**src/rtl/mac_pkg.sv**
```systemverilog
// -----------------------------------------------------------------------------
// mac_pkg
// Shared definitions for the multiply-accumulate stage:
//   - state_t   : ACC (collecting terms) / HOLD (result presented)
//   - OP_W      : operand width of the multiplier core (4)
//   - PROD_W    : product width of the multiplier core (8)
//   - cnt_width : width of a counter that must hold 0..len inclusive
// -----------------------------------------------------------------------------
package mac_pkg;

    localparam int OP_W   = 4;
    localparam int PROD_W = 8;

    typedef enum logic {
        ACC  = 1'b0,
        HOLD = 1'b1
    } state_t;

    function automatic int cnt_width(input int len);
        return $clog2(len + 1);
    endfunction

endpackage

```
**src/rtl/mac_accumulate_stage_mult.sv**
```systemverilog
// -----------------------------------------------------------------------------
// mac_accumulate_stage_mult
// Combinational 4x4 unsigned multiplier core.
// Ports:
//   a  in  OP_W    unsigned multiplicand
//   b  in  OP_W    unsigned multiplier
//   p  out PROD_W  unsigned product a*b (0..225)
// -----------------------------------------------------------------------------
module mac_accumulate_stage_mult
    import mac_pkg::*;
(
    input  logic [OP_W-1:0]   a,
    input  logic [OP_W-1:0]   b,
    output logic [PROD_W-1:0] p
);

    assign p = PROD_W'(a) * PROD_W'(b);

endmodule

```
**src/rtl/mac_accumulate_stage.sv**
```systemverilog
// -----------------------------------------------------------------------------
// mac_accumulate_stage
// Sequential multiply-accumulate stage. Operand pairs arrive over a
// valid/ready handshake, are registered, multiplied by the 4x4 core and the
// products of LEN consecutive terms are summed into an ACC_W-bit accumulator.
// The total is then offered downstream over a second valid/ready handshake.
//
// Parameters:
//   ACC_W  accumulator/result width (8..32)
//   LEN    products per accumulation (1..255)
// Ports:
//   clk        in   rising-edge clock
//   rst        in   asynchronous active-high reset
//   clr        in   synchronous abort, discards the partial sum
//   in_valid   in   operand pair valid
//   in_ready   out  stage can accept an operand pair (combinational)
//   x, y       in   4-bit unsigned operands
//   out_valid  out  result valid (state HOLD)
//   out_ready  in   downstream accepts the result
//   out_acc    out  accumulated sum, straight from the acc register
//   out_ovf    out  sticky overflow flag for the current accumulation
//
// Build option:
//   MAC_SATURATE_EN  defined   : an overflowing add clamps acc to 2^ACC_W-1
//                    undefined : acc wraps modulo 2^ACC_W
//   out_ovf is set on the first carry out in either build.
// -----------------------------------------------------------------------------
module mac_accumulate_stage
    import mac_pkg::*;
#(
    parameter int ACC_W = 16,
    parameter int LEN   = 4
) (
    input  logic             clk,
    input  logic             rst,
    input  logic             clr,
    input  logic             in_valid,
    output logic             in_ready,
    input  logic [OP_W-1:0]  x,
    input  logic [OP_W-1:0]  y,
    output logic             out_valid,
    input  logic             out_ready,
    output logic [ACC_W-1:0] out_acc,
    output logic             out_ovf
);

    localparam int                CNT_W = cnt_width(LEN);
    localparam logic [CNT_W-1:0]  LEN_C = CNT_W'(LEN);

    state_t             state_q, state_d;
    logic [CNT_W-1:0]   cnt_q,   cnt_d;
    logic [ACC_W-1:0]   acc_q,   acc_d;
    logic               ovf_q,   ovf_d;
    logic               v1_q,    v1_d;
    logic [OP_W-1:0]    op_x_q,  op_x_d;
    logic [OP_W-1:0]    op_y_q,  op_y_d;

    logic [PROD_W-1:0]  prod;
    logic [ACC_W:0]     sum;
    logic               accept;

    mac_accumulate_stage_mult u_mult (
        .a (op_x_q),
        .b (op_y_q),
        .p (prod)
    );

    // cnt counts accepted terms, so cnt<LEN stops intake once the last
    // term is in flight; clr blocks intake in the same cycle.
    assign in_ready  = (state_q == ACC) && (cnt_q < LEN_C) && !clr;
    assign accept    = in_valid && in_ready;
    assign out_valid = (state_q == HOLD);
    assign out_acc   = acc_q;
    assign out_ovf   = ovf_q;

    // One extra bit so the carry out of bit ACC_W-1 is visible.
    assign sum = {1'b0, acc_q} + (ACC_W+1)'(prod);

    always_comb begin
        state_d = state_q;
        cnt_d   = cnt_q;
        acc_d   = acc_q;
        ovf_d   = ovf_q;
        v1_d    = 1'b0;
        op_x_d  = op_x_q;
        op_y_d  = op_y_q;

        if (clr) begin
            state_d = ACC;
            cnt_d   = '0;
            acc_d   = '0;
            ovf_d   = 1'b0;
        end else begin
            if (v1_q) begin
`ifdef MAC_SATURATE_EN
                acc_d = sum[ACC_W] ? {ACC_W{1'b1}} : sum[ACC_W-1:0];
`else
                acc_d = sum[ACC_W-1:0];
`endif
                if (sum[ACC_W]) begin
                    ovf_d = 1'b1;
                end
                // v1 with cnt==LEN can only be the final term: no accept is
                // possible once cnt has reached LEN.
                if (cnt_q == LEN_C) begin
                    state_d = HOLD;
                end
            end

            if (accept) begin
                op_x_d = x;
                op_y_d = y;
                v1_d   = 1'b1;
                cnt_d  = cnt_q + 1'b1;
            end

            if ((state_q == HOLD) && out_ready) begin
                state_d = ACC;
                cnt_d   = '0;
                acc_d   = '0;
                ovf_d   = 1'b0;
            end
        end
    end

    always_ff @(posedge clk or posedge rst) begin
        if (rst) begin
            state_q <= ACC;
            cnt_q   <= '0;
            acc_q   <= '0;
            ovf_q   <= 1'b0;
            v1_q    <= 1'b0;
            op_x_q  <= '0;
            op_y_q  <= '0;
        end else begin
            state_q <= state_d;
            cnt_q   <= cnt_d;
            acc_q   <= acc_d;
            ovf_q   <= ovf_d;
            v1_q    <= v1_d;
            op_x_q  <= op_x_d;
            op_y_q  <= op_y_d;
        end
    end

endmodule

```
**config.mk**
```make
export PLATFORM = sky130hd
export DESIGN_NAME = mac_accumulate_stage
export DESIGN_NICKNAME = d
export VERILOG_FILES = /design/src/rtl/mac_pkg.sv /design/src/rtl/mac_accumulate_stage_mult.sv /design/src/rtl/mac_accumulate_stage.sv
export SDC_FILE = /design/constraint.sdc
export NUM_CORES = 1
export LEC_CHECK = 0
export CORE_MARGIN = 2
export CORE_UTILIZATION = 49
export CTS_CLUSTER_SIZE = 20
export DETAILED_ROUTE_END_ITERATION = 8
export HOLD_SLACK_MARGIN = 0.12
export PLACE_DENSITY = 0.76
export SYNTH_ARGS = -nofsm -noshare
export SYNTH_HDL_FRONTEND = slang
export SYNTH_SLANG_ARGS = --single-unit
export TNS_END_PERCENT = 100
```
**constraint.sdc**
```tcl
create_clock -name clk -period 3.5 [get_ports clk]
set_input_delay 0.7 -clock clk [delete_from_list [all_inputs] [get_ports clk]]
set_output_delay 0.7 -clock clk [all_outputs]
set_load 0.01 [all_outputs]
```
==> impl_metrics.yaml <==
outcome:
  status: "finished clean"
critical_path:
  cp-end-kind: "flip-flop"
  r2r_start: "op_y_q[1]$_DFFE_PP0P_"
  crit_required_ps: 3710
  critical_path.startpoint: "op_y_q[1]$_DFFE_PP0P_"
  critPathMaxFanout: 5
  r2r_slack_ps: 100
  r2r-end: "out_acc[14]$_DFFE_PP0P_"
  endpoint: "out_acc[14]$_DFFE_PP0P_"
  reg2reg_depth: 11
  worstPathArrival_ps: 3620
  crit_type: "flip-flop to flip-flop"
  crit_path_start_kind: "flip-flop"
pwr:
  power.total_mw: 1.38
  peakVddDrop_uv: 242
  power_leakage_nw: 1.22
  power.density_nw_per_um2: 520
detailed_routing:
  dr.first_iter.drc_count: 68
  drt-total-wl_um: 4230
  routedWlPerCell_um: 13.9
  num_vias: 1631
  ant_nets: 0
  vias_per_cell: 5.37
  dr.pass1.iters: 4
  drc: 0
timing:
  finalHoldViolations: 0
  max_slew_margin_pct: 59.7
  min_period_over_period_pct: 97.2
  worst_pin_slew_ps: 604
  max_freq_mhz: 294
  setup_viol: 0
  maxSlewViolCount: 0
  fin_skew_ps: 7.95
  fin_ws_ps: 97.2
  period_needed_ps: 3400
  fin_tns_setup_ps: 0
global_routing:
  grtUsageTotal_pct: 17.7
  grt_use_met1_pct: 22.2
  use_met3_pct: 4.36
  gr-total-overflow: 0
  grt_pass1_vias: 1535
  antenna_found_initial: 0
  gr-usage-met2_pct: 29.9
  grt.busiest_layer: "met2"
  grt_max_degree: 31
  grt_first_pass_wirelength_um: 6790
synth:
  synth_edf_count: 0
  synth.distinct_cells: 37
  syn_area_um2: 2100
  syn-num-nets: 256
  syn_inst: 214
  ys_ff_latch: 30
  yosysMostFrequentCell: "inv_1"
  synth_top_area_share_pct: 35.7
  synthTopCellsByArea: "dfrtp_1 (36%), ha_1 (12%), fa_1 (8.6%), inv_1 (5.7%), mux2_2 (4.3%)"
  ys_top_cells_by_count: "inv_1 (32), dfrtp_1 (30), ha_1 (20)"
  yosys.area.top_type: "dfrtp_1"
  syn_avg_cell_area_um2: 9.83
  yosysSeqAreaShare_pct: 35.7
  synthArstFlopShare_pct: 100
  yosys_most_used_dff: "dfrtp_1"
  synth_warnings: 0
final_layout:
  synthToLayoutAreaGrowth_pct: 25.9
  finalInstanceArea_um2: 2650
  drive_gt1_share_pct: 15.0
  fin_util_pct: 65.3
  fin_nets: 295
  antenna_cells: 0
cts:
  clk_latency_ps: 290
  cts-root-buf: "clkbuf_8"
  path_clk_slew_ps: 60
  cts_sinks: 30
  cts_buffers: 5
  htree_levels: 2
  tritoncts: "built"
  clk_path_buf_depth: 2
job:
  maxCapViolations: 0
place:
  place_ws_ps: -2.13
  gp_congestion: 0.849
  dp_hpwl_um: 3050
  port_buffers: 31
  dpl-instance-area_um2: 2460
floorplan:
  ios: 32
  core_um2: 4060
  dieWidth_um: 69.5
  die_area_um2: 4840
  die_h_um: 69.5
  start_util_pct: 51.9
  row_count: 23
hold_path:
  min_path_type: "flip-flop to flip-flop"
==> sequential cells by signal (all words and copies together) (netlist names) <==
register	cells
out_acc	16
op_x_q	4
op_y_q	4
cnt_q	3
out_ovf	1
out_valid	1
v1_q	1
==> cell families after synthesis <==
group | count (synthesis) | synth area share, %
muxes | 11 | 5.71
AOI/OAI and AO/OA | 42 | 13.1
DFF | 30 | 35.7
and+or+nand+nor | 56 | 14.0
buffers and inverters | 38 | 7.73
xor gates and xnor gates | 8 | 3.33
adders and majority gates | 29 | 20.5
==> power by group <==
part | internal, mW | switching (mW) | total [mW]
clock | 0.158 | 0.139 | 0.296
sequential | 0.383 | 0.0336 | 0.416
combinational | 0.314 | 0.350 | 0.663
total | 0.854 | 0.522 | 1.38
==> worst max-delay path, cell delays in order, from the launching register on <==
cell and delay, ps:
dfrtp_1 430, nand2_2 80, fa_1 550, fa_1 450, fa_1 520, inv_1 60, ha_4 300, o211ai_1 150
nor3_2 220, nor2_2 70, or3_1 360, a21oi_2 130
==> worst min-delay path by stage <==
| stage | from | depth (start not counted) | endpoint | slack (ps) |
|---|---|---|---|---|
| 3_3_place_gp | out_ovf$_DFFE_PP0P_ | 2 | out_ovf$_DFFE_PP0P_ | 490 |
| 6_report | out_ovf$_DFFE_PP0P_ | 2 | out_ovf$_DFFE_PP0P_ | 490 |
| 5_1_grt | out_ovf$_DFFE_PP0P_ | 2 | out_ovf$_DFFE_PP0P_ | 530 |
| 4_1_cts | out_ovf$_DFFE_PP0P_ | 2 | out_ovf$_DFFE_PP0P_ | 490 |
| 2_1_floorplan | cnt_q[2]$_DFFE_PP0P_ | 2 | cnt_q[2]$_DFFE_PP0P_ | 490 |
| 3_5_place_dp | out_ovf$_DFFE_PP0P_ | 2 | out_ovf$_DFFE_PP0P_ | 480 |
==> what timing repair did <==
item | 4_1_cts | 5_1_grt
buffers inserted | 1 | 3
setup endpoints to repair | 2 | 9
resized for setup | 1 | 10
pin swaps | 0 | 8
hold buffers | 0 | 0
==> final cells by class <==
cell class / count / area, um^2
Multi-Input combinational cell: 146 / 1260
Inverter: 32 / 120
Clock inverter: 2 / 12.5
Timing Repair Buffer: 38 / 363
Clock buffer: 6 / 82.6
Tap cell: 50 / 62.6
Fill cell: 338 / 1410
Sequential cell: 30 / 751
==> routing by layer <==
layer  wire length (um)  vias to the layer above
met5                  0                        -
met4                 85                        0
met2               2040                       31
met1               1940                      792
li1                   -                      800
met3                160                        8
==> placed cells by master (no fill, tap or decap), types with 2 or more instances in the layout <==
master           netlist  layout
nand3b_1               2       2
ha_4                   0       2
o31ai_1                2       2
clkdlybuf4s50_1        0      31
ha_1                  20      18
o211ai_1               3       3
buf_4                  2       7
and2_1                13      13
nand4_1                2       2
a211oi_1               3       2
a21o_1                 2       2
a31oi_1                2       2
mux2i_1                3       3
o2111ai_1              2       2
a21oi_1                9       8
nor2_1                11      10
fa_1                   9       8
xor2_1                 6       6
inv_1                 32      32
o21ai_0               12      11
mux2_2                 8       8
clkbuf_8               1       6
xnor2_1                2       2
nand2_1               15      14
or3_1                  6       6
dfrtp_1               30      30
a21o_2                 3       3
==> through the flow <==
stage,hold WS [ps],instances
floorplan,485,214
global placement,493,292
detailed placement,479,292
CTS,493,301
global route,525,304
finish,491,304
Note: power is estimated with default switching activity, not from simulation.
